$ cat src/rtl/i2c_pkg.sv
`default_nettype none
// ============================================================================
//  Package    : i2c_pkg
//  Description: Shared I2C write-queue definitions: sequencer state
//               encodings and the packed {address, data} queue entry.
//  Revision   : 1.0  initial release
// ============================================================================
package i2c_pkg;

    // Queue entry width: 7-bit slave address + 8-bit data byte
    localparam int unsigned c_entry_w = 15;

    // Sequencer states
    localparam logic [2:0] c_st_idle    = 3'd0;
    localparam logic [2:0] c_st_launch  = 3'd1;
    localparam logic [2:0] c_st_wait_hi = 3'd2;
    localparam logic [2:0] c_st_wait_lo = 3'd3;
    localparam logic [2:0] c_st_gap     = 3'd4;

    // Entry packing: addr occupies [14:8], data occupies [7:0]
    typedef struct packed {
        logic [6:0] addr;
        logic [7:0] data;
    } i2c_entry_t;

endpackage : i2c_pkg
`default_nettype wire

$ cat src/rtl/i2c_cmd_fifo.sv
`default_nettype none
// ============================================================================
//  Module     : i2c_cmd_fifo
//  Description: Parameterised synchronous FIFO for I2C write commands.
//               Circular buffer with wrapping pointers and a separate level
//               counter; reports full/empty/level and a per-push overflow.
//  Revision   : 1.0  initial release
// ============================================================================
module i2c_cmd_fifo
    import i2c_pkg::*;
#(
    parameter int unsigned DEPTH = 4,
    parameter int unsigned WIDTH = c_entry_w
) (
    input  logic                     i_clk,
    input  logic                     i_rst_n,
    input  logic                     i_push,
    input  logic [WIDTH-1:0]         i_push_entry,
    input  logic                     i_pop,
    output logic [WIDTH-1:0]         o_head,
    output logic                     o_full,
    output logic                     o_empty,
    output logic [$clog2(DEPTH):0]   o_level,
    output logic                     o_overflow
);

    localparam int unsigned              c_ptr_w   = $clog2(DEPTH);
    localparam logic [c_ptr_w:0]         c_lvl_max = DEPTH[c_ptr_w:0];
    localparam logic [c_ptr_w:0]         c_lvl_one = (c_ptr_w + 1)'(1);
    localparam logic [c_ptr_w-1:0]       c_ptr_one = c_ptr_w'(1);

    logic [WIDTH-1:0]   r_mem [DEPTH];
    logic [c_ptr_w-1:0] r_wr_ptr;
    logic [c_ptr_w-1:0] r_rd_ptr;
    logic [c_ptr_w:0]   r_level;
    logic               r_overflow;
    logic               w_push_ok;
    logic               w_pop_ok;

    // Full is judged before any pop in the same cycle, so a push into a
    // full-and-popping FIFO is still dropped.
    assign o_full    = (r_level == c_lvl_max);
    assign o_empty   = (r_level == '0);
    assign w_push_ok = i_push && !o_full;
    assign w_pop_ok  = i_pop && !o_empty;

    assign o_head     = r_mem[r_rd_ptr];
    assign o_level    = r_level;
    assign o_overflow = r_overflow;

    // Entry storage: written on every accepted push
    always_ff @(posedge i_clk) begin
        if (w_push_ok) begin
            r_mem[r_wr_ptr] <= i_push_entry;
        end
    end

    // Pointers, level and overflow pulse
    always_ff @(posedge i_clk or negedge i_rst_n) begin
        if (!i_rst_n) begin
            r_wr_ptr   <= '0;
            r_rd_ptr   <= '0;
            r_level    <= '0;
            r_overflow <= 1'b0;
        end else begin
            r_overflow <= i_push && o_full;
            if (w_push_ok) begin
                r_wr_ptr <= r_wr_ptr + c_ptr_one;
            end
            if (w_pop_ok) begin
                r_rd_ptr <= r_rd_ptr + c_ptr_one;
            end
            case ({w_push_ok, w_pop_ok})
                2'b10:   r_level <= r_level + c_lvl_one;
                2'b01:   r_level <= r_level - c_lvl_one;
                default: r_level <= r_level;
            endcase
        end
    end

endmodule : i2c_cmd_fifo
`default_nettype wire

$ cat src/rtl/i2c_wr_queue.sv
`default_nettype none
// ============================================================================
//  Module     : i2c_wr_queue
//  Description: Command queue and sequencer in front of the I2C single-byte
//               write master. Pops queued {addr, data} entries, launches each
//               as one write, waits for completion, enforces an idle gap and
//               counts completed and failed transactions.
//  Revision   : 1.0  initial release
// ============================================================================
module i2c_wr_queue
    import i2c_pkg::*;
#(
    parameter int unsigned DEPTH         = 4,
    parameter int unsigned GAP_CYCLES    = 16,
    parameter int unsigned START_TIMEOUT = 8
) (
    input  logic                     i_clk,
    input  logic                     i_rst_n,
    input  logic                     i_push,
    input  logic [6:0]               i_push_addr,
    input  logic [7:0]               i_push_data,
    output logic                     o_full,
    output logic                     o_empty,
    output logic [$clog2(DEPTH):0]   o_level,
    output logic                     o_overflow,
    output logic                     o_wr_start,
    output logic [6:0]               o_slave_addr,
    output logic [7:0]               o_wr_byte,
    input  logic                     i_busy,
    input  logic                     i_error,
    output logic                     o_active,
    output logic [7:0]               o_done_cnt,
    output logic [7:0]               o_err_cnt
);

    // Shared cycle counter covers both the start timeout and the gap
    localparam int unsigned          c_cnt_w    = 16;
    localparam logic [c_cnt_w-1:0]   c_gap_last = (GAP_CYCLES == 0) ? '0 : c_cnt_w'(GAP_CYCLES - 1);
    localparam logic [c_cnt_w-1:0]   c_to_last  = c_cnt_w'(START_TIMEOUT - 1);
    localparam logic [c_cnt_w-1:0]   c_cnt_one  = c_cnt_w'(1);

    logic [2:0]         r_state;
    logic [2:0]         w_next;
    logic [c_cnt_w-1:0] r_cnt;
    logic               r_err_flag;
    logic               r_wr_start;
    logic [6:0]         r_slave_addr;
    logic [7:0]         r_wr_byte;
    logic [7:0]         r_done_cnt;
    logic [7:0]         r_err_cnt;

    logic               w_empty;
    logic               w_pop;
    logic               w_start;
    logic               w_cnt_clr;
    logic               w_cnt_inc;
    logic               w_err_seen;
    logic               w_done_inc;
    logic               w_err_inc;
    i2c_entry_t         w_push_entry;
    i2c_entry_t         w_head;

    assign w_push_entry.addr = i_push_addr;
    assign w_push_entry.data = i_push_data;

    i2c_cmd_fifo #(
        .DEPTH (DEPTH),
        .WIDTH (c_entry_w)
    ) u_fifo (
        .i_clk        (i_clk),
        .i_rst_n      (i_rst_n),
        .i_push       (i_push),
        .i_push_entry (w_push_entry),
        .i_pop        (w_pop),
        .o_head       (w_head),
        .o_full       (o_full),
        .o_empty      (w_empty),
        .o_level      (o_level),
        .o_overflow   (o_overflow)
    );

    assign o_empty = w_empty;

    // Error seen in this cycle or earlier in the current WAIT_LO
    assign w_err_seen = r_err_flag || i_error;

    // State register
    always_ff @(posedge i_clk or negedge i_rst_n) begin
        if (!i_rst_n) begin
            r_state <= c_st_idle;
        end else begin
            r_state <= w_next;
        end
    end

    // Next-state decode
    always_comb begin
        w_next = r_state;
        case (r_state)
            c_st_idle: begin
                if (!w_empty && !i_busy) begin
                    w_next = c_st_launch;
                end
            end
            c_st_launch: begin
                w_next = c_st_wait_hi;
            end
            c_st_wait_hi: begin
                if (i_busy) begin
                    w_next = c_st_wait_lo;
                end else if (r_cnt == c_to_last) begin
                    w_next = c_st_gap;
                end
            end
            c_st_wait_lo: begin
                if (!i_busy) begin
                    w_next = c_st_gap;
                end
            end
            c_st_gap: begin
                // Counter is cleared on entry, so GAP_CYCLES=0 exits after one cycle
                if (r_cnt == c_gap_last) begin
                    w_next = c_st_idle;
                end
            end
            default: begin
                w_next = c_st_idle;
            end
        endcase
    end

    // Per-state control strobes
    always_comb begin
        w_pop      = 1'b0;
        w_start    = 1'b0;
        w_cnt_clr  = 1'b0;
        w_cnt_inc  = 1'b0;
        w_done_inc = 1'b0;
        w_err_inc  = 1'b0;
        case (r_state)
            c_st_idle: begin
                w_pop = (w_next == c_st_launch);
            end
            c_st_launch: begin
                w_start   = 1'b1;
                w_cnt_clr = 1'b1;
            end
            c_st_wait_hi: begin
                w_cnt_inc = 1'b1;
                if (w_next == c_st_gap) begin
                    w_cnt_clr = 1'b1;
                    w_err_inc = 1'b1;
                end
            end
            c_st_wait_lo: begin
                if (w_next == c_st_gap) begin
                    w_cnt_clr  = 1'b1;
                    w_done_inc = !w_err_seen;
                    w_err_inc  = w_err_seen;
                end
            end
            c_st_gap: begin
                w_cnt_inc = 1'b1;
            end
            default: begin
                w_pop = 1'b0;
            end
        endcase
    end

    // Timeout / gap cycle counter
    always_ff @(posedge i_clk or negedge i_rst_n) begin
        if (!i_rst_n) begin
            r_cnt <= '0;
        end else if (w_cnt_clr) begin
            r_cnt <= '0;
        end else if (w_cnt_inc) begin
            r_cnt <= r_cnt + c_cnt_one;
        end
    end

    // Sticky error flag, live only while waiting for busy to fall
    always_ff @(posedge i_clk or negedge i_rst_n) begin
        if (!i_rst_n) begin
            r_err_flag <= 1'b0;
        end else if (r_state == c_st_wait_lo && i_busy) begin
            r_err_flag <= w_err_seen;
        end else begin
            r_err_flag <= 1'b0;
        end
    end

    // Launch pulse and command hold registers toward the master
    always_ff @(posedge i_clk or negedge i_rst_n) begin
        if (!i_rst_n) begin
            r_wr_start   <= 1'b0;
            r_slave_addr <= '0;
            r_wr_byte    <= '0;
        end else begin
            r_wr_start <= w_start;
            if (w_pop) begin
                r_slave_addr <= w_head.addr;
                r_wr_byte    <= w_head.data;
            end
        end
    end

    // Completion counter wraps, error counter saturates
    always_ff @(posedge i_clk or negedge i_rst_n) begin
        if (!i_rst_n) begin
            r_done_cnt <= '0;
            r_err_cnt  <= '0;
        end else begin
            if (w_done_inc) begin
                r_done_cnt <= r_done_cnt + 8'd1;
            end
            if (w_err_inc && r_err_cnt != 8'hFF) begin
                r_err_cnt <= r_err_cnt + 8'd1;
            end
        end
    end

    assign o_active     = (r_state != c_st_idle);
    assign o_wr_start   = r_wr_start;
    assign o_slave_addr = r_slave_addr;
    assign o_wr_byte    = r_wr_byte;
    assign o_done_cnt   = r_done_cnt;
    assign o_err_cnt    = r_err_cnt;

endmodule : i2c_wr_queue
`default_nettype wire

$ cat config.mk
export PLATFORM = sky130hd
export DESIGN_NAME = i2c_wr_queue
export DESIGN_NICKNAME = d
export VERILOG_FILES = /design/src/rtl/i2c_pkg.sv /design/src/rtl/i2c_cmd_fifo.sv /design/src/rtl/i2c_wr_queue.sv
export SDC_FILE = /design/constraint.sdc
export NUM_CORES = 1
export LEC_CHECK = 0
export CAP_MARGIN = 10
export CORE_ASPECT_RATIO = 0.5
export CORE_UTILIZATION = 40
export DETAILED_ROUTE_END_ITERATION = 16
export PLACE_DENSITY = 0.73
export SYNTH_ARGS = -nofsm -noshare
export SYNTH_HDL_FRONTEND = slang
export SYNTH_HIERARCHICAL = 1
export SYNTH_SLANG_ARGS = --single-unit
$ cat constraint.sdc
create_clock -name i_clk -period 2.8 [get_ports i_clk]
set_input_delay 0.56 -clock i_clk [delete_from_list [all_inputs] [get_ports i_clk]]
set_output_delay 0.56 -clock i_clk [all_outputs]
set_load 0.1 [all_outputs]
==> run summary, run 1 <==
The number of fill cells came out at around 1000. The number of enable flip-flop cells after synthesis came out at 60. The portion of the clock cycle consumed by the worst path in the final layout is 0.852. The chip height is 82.7 µm.

In this run the critical register-to-register path is launched from r_state[1]$_DFF_PN0_. The net total in the final layout came out at approximately 470. The cell row count came out at 29. The routed layout has 3158 vias. Sorting the synthesized cells by area gives the leading types as edfxtp_1 (35%), dfrtp_1 (29%), mux2_2 (3.7%). The class of the tightest hold or removal check is in -> async.

The maximum number of pins on one net before global-route repair came out at 32. The total iterations of the first detailed-routing run is 4. For this design the ratio of total power to cell area is between 1000 and 1500 nW/µm². The portion of total power attributed to the clock network came out at 0.262. The count of nets left with antenna violations once routing finished came out at 0. The critical path required time came out at 3.13 ns. The area of the die is between 10000 and 15000 µm². Leaving out filler cells and counting taps, the final layout contains roughly 630. Traced cell by cell, the critical path runs through nor3_1 -> inv_2 -> or3_1 -> inv_2 -> o31a_1 -> ha_2 -> inv_2 -> fa_1 -> xor2_1 -> nor2_1 -> xor2_1. The average footprint of a synthesized cell is 14.5 µm². The net switching power is between 3 and 4 mW. The async set-reset flop share out of synthesis came out at 0.500. The setup slack on the worst flop-to-flop path is ~0.41 ns.

For this run, the leading register cell type out of synthesis is edfxtp_1. The number of antenna violations at the first check in global routing came to 0. The tree is rooted in a clkbuf_16. The core area is between 10000 and 15000 µm².

Setup repair after global routing left no endpoint under its margin. The share of synthesized area in the top cell type comes to 0.345. The wire length reported by the detailed router is 9830 µm.

The final worst clock skew is roughly 0.010 ns. The clock latency reported for the late side of the worst-skew pair came out at 0.41 ns. The worst flop-to-flop path endpoint is u_fifo/o_level[2]$_DFFE_PN0P_. The iteration-0 DRC count of the detailed router is 142.

The synthesis-to-finish area growth is 26.2%. The critical path class is reg -> reg. The post-place instance area came out at 5980 µm².

Counting every instance in the synthesized netlist gives approximately 360. The library cells used most frequently in the layout, excluding fill and tap cells, are edfxtp_1 (60), dfrtp_1 (57), buf_4 (57), nand2_1 (22), clkdlybuf4s50_1 (18). The library cell used most frequently in the layout, excluding fill and tap cells, is edfxtp_1.

Setup violations remaining at the end of the flow were counted as 0. The count of distinct cell types in the synthesized netlist came out at 50. The cell type with the highest occurrence count on the critical path is inv_2.

The area of the mapped netlist came out at approximately 5200 µm². The layout cell share with drive strength beyond 1 came out at 0.286. The area of all placed cells without fillers is 6580 µm². The number of instances resized during post-cts repair came out at 0.

The analysis attributes to cell leakage a power of between 2 and 3 nW. The combinational fraction of design power came out at 0.417. Tracing the worst setup path back leads to its startpoint at r_state[1]$_DFF_PN0_. The switching part of the total is 0.431.

The diode insertion count for antenna repair came out at 0. The HPWL reported at the end of detailed placement came out at 6400 µm. Port buffering added 58 buffers.

The max-cap violation count came out at 0. The synthesized net count is 388. No sink is reached through more buffers than the 2 on the longest clock path. The setup slack of the critical path after layout is 0.414 ns. The total number of clock tree sinks is 120.

The max-slew violation count came out at 0. The number of buffers inserted for hold repair after clock tree synthesis came out at 0. Of the synthesized area, sequential elements account for 0.633. The total number of H-tree levels came out at 4.

The end of the critical path is u_fifo/o_level[2]$_DFFE_PN0P_. The initial core utilization is 0.411. The minimum clock period after layout is 2.39 ns. The path depth of the worst reg2reg path is 11. The pin slew with the least headroom to its limit came out at about 0.75 ns.

The largest total area in the synthesized netlist belongs to edfxtp_1. The number of synthesized register bits is 120. The final weighted congestion of routability-driven global placement is 0.813.

The boundary pin count is 59. The worst supply voltage drop on vdd came out at 0.675 mV. The detailed-route DRC error count is 0. The pre-CTS worst setup slack came out at about 0.091 ns. In this run the tightest slew margin relative to its limit is 0.500. The number of warnings reported in the yosys synthesis log is 6. Of the total power, registers draw 0.321. In the global route stage, overall resource usage came out at 0.159. Using the TritonRoute via totals, the vias-per-cell ratio works out to 5.05. Dividing the detail-routed wire length by the instance count gives 15.7 µm. The slowest cell on the critical path is dfrtp_1.

The largest incremental delay on the critical path is 0.37 ns. The leftover overflow at the end of global routing came out at 0. The number of global-route vias before repair came out at 3018.

The TritonCTS buffer count is 17. The wire length of the first global-routing pass came out at 15700 µm. The signal arrival time at the worst endpoint is around 2.7 ns. The upper clock frequency limit came out at between 0.4 and 0.5 GHz. The launching element type of the critical path is a flop. The worst setup path is captured at a flop. The register clock-pin slew on the reported worst setup and hold paths came out at 0.06 ns.

Once the clock tree was built, the setup fixing pass inserted 0 buffers. The flow ran to the end, and the final reports show no timing, DRC or antenna violations. After detailed placement, the design holds a cell count of between 500 and 600.

The internal power is 4.73 mW. TritonCTS built the clock tree. The width of the chip is 163 µm. The total count of hold-check failures in the final report came out at 0. Along the worst path, the maximum fanout reaches 2.
registers in the layout, indices dropped and copies added, names as in the netlist:
name,count
o_done_cnt,8
u_fifo/o_overflow,1
u_fifo/r_mem,60
o_err_cnt,8
r_err_flag,1
u_fifo/r_wr_ptr,2
r_state,3
u_fifo/o_level,3
o_wr_byte,8
r_cnt,16
o_wr_start,1
o_slave_addr,7
u_fifo/r_rd_ptr,2
power by group through the flow:
stage          logic, mW  registers, mW  clock network, mW
2_1_floorplan       1.42           3.97                  0
3_3_place_gp        3.45           2.68                  0
3_5_place_dp        3.48           2.70                  0
4_1_cts             3.49           2.67               2.22
5_1_grt             3.67           2.73               2.31
6_report            3.47           2.66               2.18
cell usage after synthesis, drive strengths merged, types with 2 or more instances:
library cell,n
mux2,18
o21ai,10
nand3,10
mux2i,2
dfrtp,60
and2,6
nor3b,2
xnor2,13
buf,8
nor2,15
or3,10
xor2,14
ha,8
clkbuf,4
a21oi,8
nor4b,3
nand2,22
a221oi,2
edfxtp,60
or4,7
o31ai,3
inv,15
nor3,7
or3b,2
o211ai,4
mux4,15
nor4,10
nor2b,5
nand4,6
logic make-up after synthesis:
family,synth area share
muxes,0.113
and+or+nand+nor,0.124
xor gates and xnor gates,0.0453
buffers and inverters,0.0259
DFF,0.633
AOI/OAI and AO/OA,0.0355
adders and majority gates,0.0230
worst min path at each step:
stage                     depth (start not counted)  slack, ns                   endpoint
after detailed placement                          1       0.49  o_done_cnt[7]$_DFFE_PN0P_
after global routing                              1       0.25   o_err_cnt[5]$_DFFE_PN0P_
after CTS                                         1       0.22   o_err_cnt[6]$_DFFE_PN0P_
after floorplan                                   0       0.26  o_done_cnt[0]$_DFFE_PN0P_
final                                             1       0.21   o_err_cnt[6]$_DFFE_PN0P_
after global placement                            1       0.48  o_done_cnt[3]$_DFFE_PN0P_
metal layers:
layer  up-vias  global-route usage  part of all wire
met5         -                   0                 0
met4         0              0.0704             0.011
met3        13              0.0524             0.039
met2        56               0.243              0.49
met1      1559               0.210              0.46
li1       1530                   -                 -
layout make-up:
type,count,area [µm²],area share
Tap cell,170,213,0.0323
Clock inverter,14,160,0.0243
Sequential cell,120,3310,0.503
Timing Repair Buffer,76,613,0.0931
Inverter,15,56.3,0.00855
Multi-Input combinational cell,212,1790,0.272
Clock buffer,18,439,0.0667
critical path: cells and delay by family, from the launching register on:
kind / cells / cell delay (ns)
simple gates: 3 / 0.76
fa+ha+maj: 2 / 0.56
flops: 1 / 0.37
xor+xnor: 2 / 0.29
buf+inv: 3 / 0.16
compound gates: 1 / 0.16
metrics by stage:
step	hold WS [ns]	utilization	setup TNS [ns]	total power [mW]
final	0.206	0.518	0	8.31
after global routing	0.255	0.518	0	8.71
after CTS	0.220	0.518	0	8.39
after detailed placement	0.485	0.471	0	6.17
after global placement	0.480	0.471	0	6.13
after floorplan	0.264	-	-0.350	5.39
(Power assumes the default switching activity.)
==> run 2, diff against run 1 <==
--- a/config.mk
+++ b/config.mk
@@ -7,6 +7,7 @@
 export LEC_CHECK = 0
 export CAP_MARGIN = 10
 export CORE_ASPECT_RATIO = 0.5
+export CORE_MARGIN = 4
 export CORE_UTILIZATION = 40
 export DETAILED_ROUTE_END_ITERATION = 16
 export PLACE_DENSITY = 0.73
==> run summary, run 2 (synthesis gave the netlist of run 1 again) <==
The run finished with clean final reports. The area of the die is 15000 µm². On the worst path, the slowest cell contributes a delay of 0.37 ns.

The clock latency reported for the late side of the worst-skew pair came out at 0.41 ns. Detailed placement ended at an HPWL of ~6800 µm. The switching part of the total is 0.433. The layout cell share with drive strength beyond 1 came out at 0.286. The detail-routed via count per cell came out at between 5 and 6. 59 I/O pins were placed. The number of antenna violations at the first check in global routing is 0. The diode insertion count for antenna repair is 0.

The worst hold slack is approximately 0.12 ns. The signal arrival time at the worst endpoint came out at 2.76 ns. The largest registers in the layout are u_fifo/r_mem (60), r_cnt (16). The worst-case IR drop observed on VDD is 0.649 mV. The final worst clock skew came out at 0.00961 ns. The minimum clock period after layout came out at 2.43 ns. The net total in the final layout is 471. The cell sitting at the root of the clock tree is a clkbuf_16. The number of placed cells counting well taps came out at between 500 and 600.

In this run the standard cell core region covers ~13000 µm². The number of standard cells in the layout, taps in and fillers out came out at 625. The max-slew violation count is 0. The final count of negative-setup-slack endpoints came out at 0. Leaving out fill and tap cells, the most frequent cell in the layout is edfxtp_1. The buffer count from post-CTS setup fixing came out at 0. The total number of vias came out at 3209. The static leakage came out at 2.63 nW. By startpoint and endpoint, the worst setup path is classified as reg -> reg. The pin slew with the least headroom to its limit came out at about 0.74 ns. For this design, the slowest cell found on the critical path is dfrtp_1. The met1 usage in global routing came out at 0.190. The power per cell area is 1260 nW/µm². The iteration-0 DRC count of the detailed router came out at 216. The critical path goes through nor3_1 -> inv_2 -> or3_1 -> inv_2 -> o31a_1 -> ha_2 -> inv_2 -> fa_1 -> xor2_1 -> nor2_1 -> xor2_1. The finished cells cover 6590 µm². The most flop-heavy register is u_fifo/r_mem.

The first detailed-routing pass took 5 iterations. The share of the core filled with cells came out at 0.519. The flip-flop count of the largest register, all copies and words added came out at 60. Among the stages of the critical path, the cell type that occurs most often is inv_2. The cell family contributing the most delay on the critical path is simple AND/OR/NAND/NOR gates. The class of the tightest hold or removal check is in -> async.

The chip height is 88.7 µm. The final weighted congestion of routability-driven global placement came out at 0.798. The clock tree synthesis step divided the H-tree into 4 levels. Clock-pin slew was measured on the worst setup and hold paths at 0.06 ns. The area growth from synthesis to layout is 26.4%. STA puts the critical path data required time at 3.13 ns.

The combinational fraction of design power is 0.418. The highest fanout seen on the critical path is 2. The library cells used most frequently in the layout, excluding fill and tap cells, are edfxtp_1 (60), dfrtp_1 (57), buf_4 (56), nand2_1 (22), clkbuf_16 (20). The number of nets with antenna violations after detailed routing came out at 0. The post-place instance area came out at around 6000 µm². The detailed-route DRC error count came out at 0. STA classifies the critical path startpoint as a flop. The worst setup path is captured at a flop.

The internal power came out at 4.71 mW. The number of fill cells is 1020. The maximum number of pins on one net before global-route repair is 36.

The portion of total power attributed to the clock network is 0.257. The total count of hold-check failures in the final report is 0. The met2 capacity usage during global routing is 0.236. In this run, post-CTS repair resized a total of 0 instances. The net switching power is 3.60 mW. The maximum root-to-sink buffer count came out at 2. The total number of clock tree sinks is 120. The upper clock frequency limit is 0.411 GHz. The aggregate global-route resource usage is 0.147. Of the available clock period, the critical path in the final layout requires 0.869. The pre-CTS worst setup slack came out at 0.0964 ns. The cell row count is 29. The global routing usage on met3 is 0.0464. The count of input and output buffers came out at 58.

The first global-routing pass estimated about 17000 µm of wire. The global-route layer with the greatest usage is met2. TritonCTS built the clock tree. The wire length reported by the detailed router is 10300 µm. The number of buffers and inverters on the critical path is 3.

The number of global-route vias before repair is 3242. Setup repair after global routing left no endpoint under its margin. After detailed routing, the average wire length per cell comes to 16.4 µm. The TritonCTS buffer count came out at 17. Global routing finished with a remaining overflow of 0.

Headroom to the max-slew limit came out at 0.508. Max-cap violations in this run came to 0. Of the total power, registers draw 0.325.

The setup slack of the critical path after layout is approximately 0.37 ns. The initial core utilization is 0.411. The width of the chip is 169 µm. The number of buffers inserted for hold repair after clock tree synthesis came out at 0.
-- run 2: cell type report --
cell class / count / area [µm²] / share of cell area
clock buffer: 22 / 518 / 0.0786
clock inverter: 10 / 78.8 / 0.0120
timing repair buffer: 76 / 626 / 0.0949
multi-input combinational: 212 / 1790 / 0.272
inverter: 15 / 56.3 / 0.00854
tap: 170 / 213 / 0.0323
sequential: 120 / 3310 / 0.502
-- run 2: worst register-to-register path, cell delays in order, from the launching register on --
cell and delay [ns]:
dfrtp_1 0.37, nor3_1 0.31, inv_2 0.09, or3_1 0.35
inv_2 0.06, o31a_1 0.16, ha_2 0.20, inv_2 0.04
fa_1 0.36, xor2_1 0.15, nor2_1 0.11, xor2_1 0.15
-- run 2: final timing paths --
check	slack, ns	startpoint	depth (start not counted)	to
worst min register to register	0.48	o_done_cnt[7]$_DFFE_PN0P_	1	o_done_cnt[7]$_DFFE_PN0P_
worst max register to register	0.37	r_state[1]$_DFF_PN0_	11	u_fifo/o_level[2]$_DFFE_PN0P_
min in group i_clk	0.48	o_done_cnt[7]$_DFFE_PN0P_	1	o_done_cnt[7]$_DFFE_PN0P_
worst min-delay path	0.12	i_rst_n	1	r_cnt[0]$_DFFE_PN0P_
worst max-delay path	0.37	r_state[1]$_DFF_PN0_	11	u_fifo/o_level[2]$_DFFE_PN0P_
max in group asynchronous	2.07	i_rst_n	2	u_fifo/o_level[2]$_DFFE_PN0P_
-- run 2: through the flow --
stage	TNS, ns	power (mW)
after floorplan	-0.350	5.39
after global placement	0	6.15
after detailed placement	0	6.21
after CTS	0	8.38
after global routing	0	8.71
final	0	8.31
-- run 2: power groups by stage --
stage               Clock (mW)  Combinational (mW)  Sequential [mW]
floorplan                    0                1.42             3.97
CTS                       2.17                3.50             2.71
detailed placement           0                3.48             2.73
global route              2.27                3.67             2.77
global placement             0                3.44             2.71
finish                    2.13                3.47             2.70
-- run 2: per-layer routing --
layer,vias up,wire length [µm]
li1,1516,-
met1,1613,4650
met2,66,5100
met3,14,410
met4,0,118
met5,-,0
==> run 3, diff against run 2 <==
--- a/config.mk
+++ b/config.mk
@@ -10,7 +10,6 @@
 export CORE_MARGIN = 4
 export CORE_UTILIZATION = 40
 export DETAILED_ROUTE_END_ITERATION = 16
-export PLACE_DENSITY = 0.73
 export SYNTH_ARGS = -nofsm -noshare
 export SYNTH_HDL_FRONTEND = slang
 export SYNTH_HIERARCHICAL = 1
==> run summary, run 3 (synthesis gave the netlist of run 1 again) <==
The worst hold slack is 0.152 ns. In the final routed layout, each cell accounts on average for 15.5 µm. In the final layout, the multi-input gates occupy ~1800 µm².

The wire-length estimate of the detail-placed layout is 6670 µm. Measured along the x axis, the die boundary spans 169 µm. In the layout the commonest cells are edfxtp_1 (60), dfrtp_1 (57), buf_4 (57), nand2_1 (22), clkdlybuf4s50_1 (18). After detailed routing, the met2 layer carries around 5000 µm of wire. In this run the deepest clock path goes through 2 buffers.

The congestion estimate from routability-driven global placement came to 0.785. The clock net in this run drives a total of 120 sinks. The iteration-0 DRC count of the detailed router is 201. The internal power came out at about 4.6 mW. The worst hold path belongs to the class in -> async. The maximum number of pins on one net before global-route repair came out at 25. The total count of hold-check failures in the final report is 0. The clock period could shrink to between 2 and 2.5 ns. The critical path goes through nor3_1 -> inv_2 -> or3_1 -> inv_2 -> o31a_1 -> ha_2 -> inv_2 -> fa_1 -> xor2_1 -> nor2_1 -> xor2_1. In the routed layout, each cell is associated on average with a via count of around 4.9. The most flop-heavy register is u_fifo/r_mem.

The portion of the clock cycle consumed by the worst path in the final layout is 0.866. The max-cap violation count came out at 0. The number of global-route vias before repair is 3172.

Summing all non-filler instances in the final layout gives an area of 6580 µm². Setup repair after global routing left no endpoint under its margin. The highest fanout seen on the critical path came out at 2. The worst supply voltage drop on vdd is 0.677 mV.

Of the total power, registers draw 0.325. The area of the die is 15000 µm². The cell type with the highest occurrence count on the critical path is inv_2.

The routed design has 9740 µm of wire. Once placement finished, the instance area stood at 6020 µm². The boundary pin count came out at about 60. The synthesis-to-finish area growth came out at 26.1%.

The root buffer cell chosen for the clock tree is clkbuf_16. After the last flow step, the layout net total stands at 473. The pin slew with the least headroom to its limit is 0.747 ns. For this configuration, the core starts out at a cell density of 0.411.

The number of nets with antenna violations after detailed routing is 0. The largest incremental delay on the critical path is 0.37 ns. TritonCTS built the clock tree. The cell row count came out at 29. The TritonCTS buffer count is 17.

The count of cells in the finished layout, fillers not included, comes to ~630. The upper clock frequency limit is just over 0.4 GHz. The portion of total power attributed to the clock network is 0.247. In this run the power spent charging and discharging nets is 3.53 mW. The number of instances resized during post-cts repair is 0. The total number of H-tree levels came out at 4. The core area came out at 12700 µm². In this run the post-CTS setup repair buffer count came out at 0. The final count of negative-setup-slack endpoints came out at 0.

The power per cell area is about 1200 nW/µm². The share of the core filled with cells came out at 0.518. After detailed routing, the met3 layer carries 284 µm of wire.

The repair_antennas step left the layout with diodes totalling 0. The worst-case headroom to the max-slew limit is 0.502. The total overflow left after global routing is 0. The layout cell share with drive strength beyond 1 came out at 0.284. The length of routed wiring on met1 came out at 4470 µm. The wire length of the first global-routing pass is roughly 17000 µm. The largest individual stage delay along the critical path comes from the cell dfrtp_1. The total iterations of the first detailed-routing run came out at 4. The number of placed cells counting well taps came out at 595. In the final layout, the registers with the most flip-flops are u_fifo/r_mem (60), r_cnt (16).

The number of buffers inserted for hold repair after clock tree synthesis is 0. At the worst endpoint, the required time is between 3 and 4 ns. The chip height is around 90 µm. The signal arrival time at the worst endpoint is 2.75 ns. The routed layout has a little over 3000 vias. STA classifies the critical path startpoint as a flop.

The combinational fraction of design power is 0.427. The library cell used most frequently in the layout, excluding fill and tap cells, is edfxtp_1. In the routed design, unresolved DRC markers number 0. The flip-flop count of the largest register, all copies and words added is 60. The count of input and output buffers came out at 58.

The kind of end point of the critical path is a flop. The worst setup path is of the reg -> reg kind. Across the routed clock network, the largest skew measured is 0.0156 ns. The max-slew violation count was 0. The footprint of the flip-flops and latches is 3310 µm². The static leakage came out at 2.62 nW. The path depth of the worst reg2reg path came out at 11.

The aggregate global-route resource usage is 0.144. The clock latency reported for the late side of the worst-skew pair came out at 0.41 ns. Clock-pin slew was measured on the worst setup and hold paths at roughly 0.060 ns. The flow ran to the end, and the final reports show no timing, DRC or antenna violations. The switching part of the total is 0.433. After detailed routing, no signal wire sits above met4. The number of fill cells came out at 1063. The number of antenna violations at the first check in global routing came to 0.
[run 3: changes by cell type in the layout (fill, tap and decap cells not counted), sizes merged]
cell / change
inv: +1
buf: +2
bufinv: +1
clkinvlp: +2
clkbuf: -4
[run 3: stage by stage]
step	setup WS (ns)	setup TNS, ns	power [mW]
global placement	0.0862	0	6.19
floorplan	-0.193	-0.350	5.39
CTS	0.374	0	8.25
finish	0.374	0	8.15
global route	0.251	0	8.58
detailed placement	0.0481	0	6.22
[run 3: per-layer routing]
layer / vias up / GRT usage
met1: 1536 / 0.180
met3: 10 / 0.0419
met5: - / 0
li1: 1524 / -
met2: 31 / 0.238
met4: 0 / 0.0592
[run 3: critical path, delay by kind of cell (launching register included)]
kind | cells | cell delay, ns
buffers and inverters | 3 | 0.16
AND/OR/NAND/NOR | 3 | 0.80
AO/OA/AOI/OAI | 1 | 0.16
XOR/XNOR | 2 | 0.30
adder cells (fa/ha/maj) | 2 | 0.57
flip-flops | 1 | 0.37
[run 3: area by class of cell]
| cell class | instances | area share |
|---|---|---|
| Tap cell | 170 | 0.0323 |
| Clock buffer | 18 | 0.0653 |
| Inverter | 15 | 0.00856 |
| Multi-Input combinational cell | 212 | 0.272 |
| Sequential cell | 120 | 0.504 |
| Clock inverter | 14 | 0.0186 |
| Timing Repair Buffer | 78 | 0.0993 |
[run 3: path summary, 6_finish.rpt]
path	from	slack, ns	endpoint
min in group i_clk	o_done_cnt[7]$_DFFE_PN0P_	0.49	o_done_cnt[7]$_DFFE_PN0P_
max reg2reg	r_state[1]$_DFF_PN0_	0.37	u_fifo/o_level[2]$_DFFE_PN0P_
max in group asynchronous	i_rst_n	2.07	r_cnt[10]$_DFFE_PN0P_
min reg2reg	o_done_cnt[7]$_DFFE_PN0P_	0.49	o_done_cnt[7]$_DFFE_PN0P_
max	r_state[1]$_DFF_PN0_	0.37	u_fifo/o_level[2]$_DFFE_PN0P_
min	i_rst_n	0.15	o_wr_byte[0]$_DFFE_PN0P_
[run 3: power by group through the flow]
stage | Sequential, mW | Clock [mW] | Combinational (mW)
after floorplan | 3.97 | 0 | 1.42
after global placement | 2.69 | 0 | 3.50
after detailed placement | 2.70 | 0 | 3.52
after CTS | 2.66 | 2.06 | 3.53
after global routing | 2.71 | 2.16 | 3.70
final | 2.65 | 2.01 | 3.48
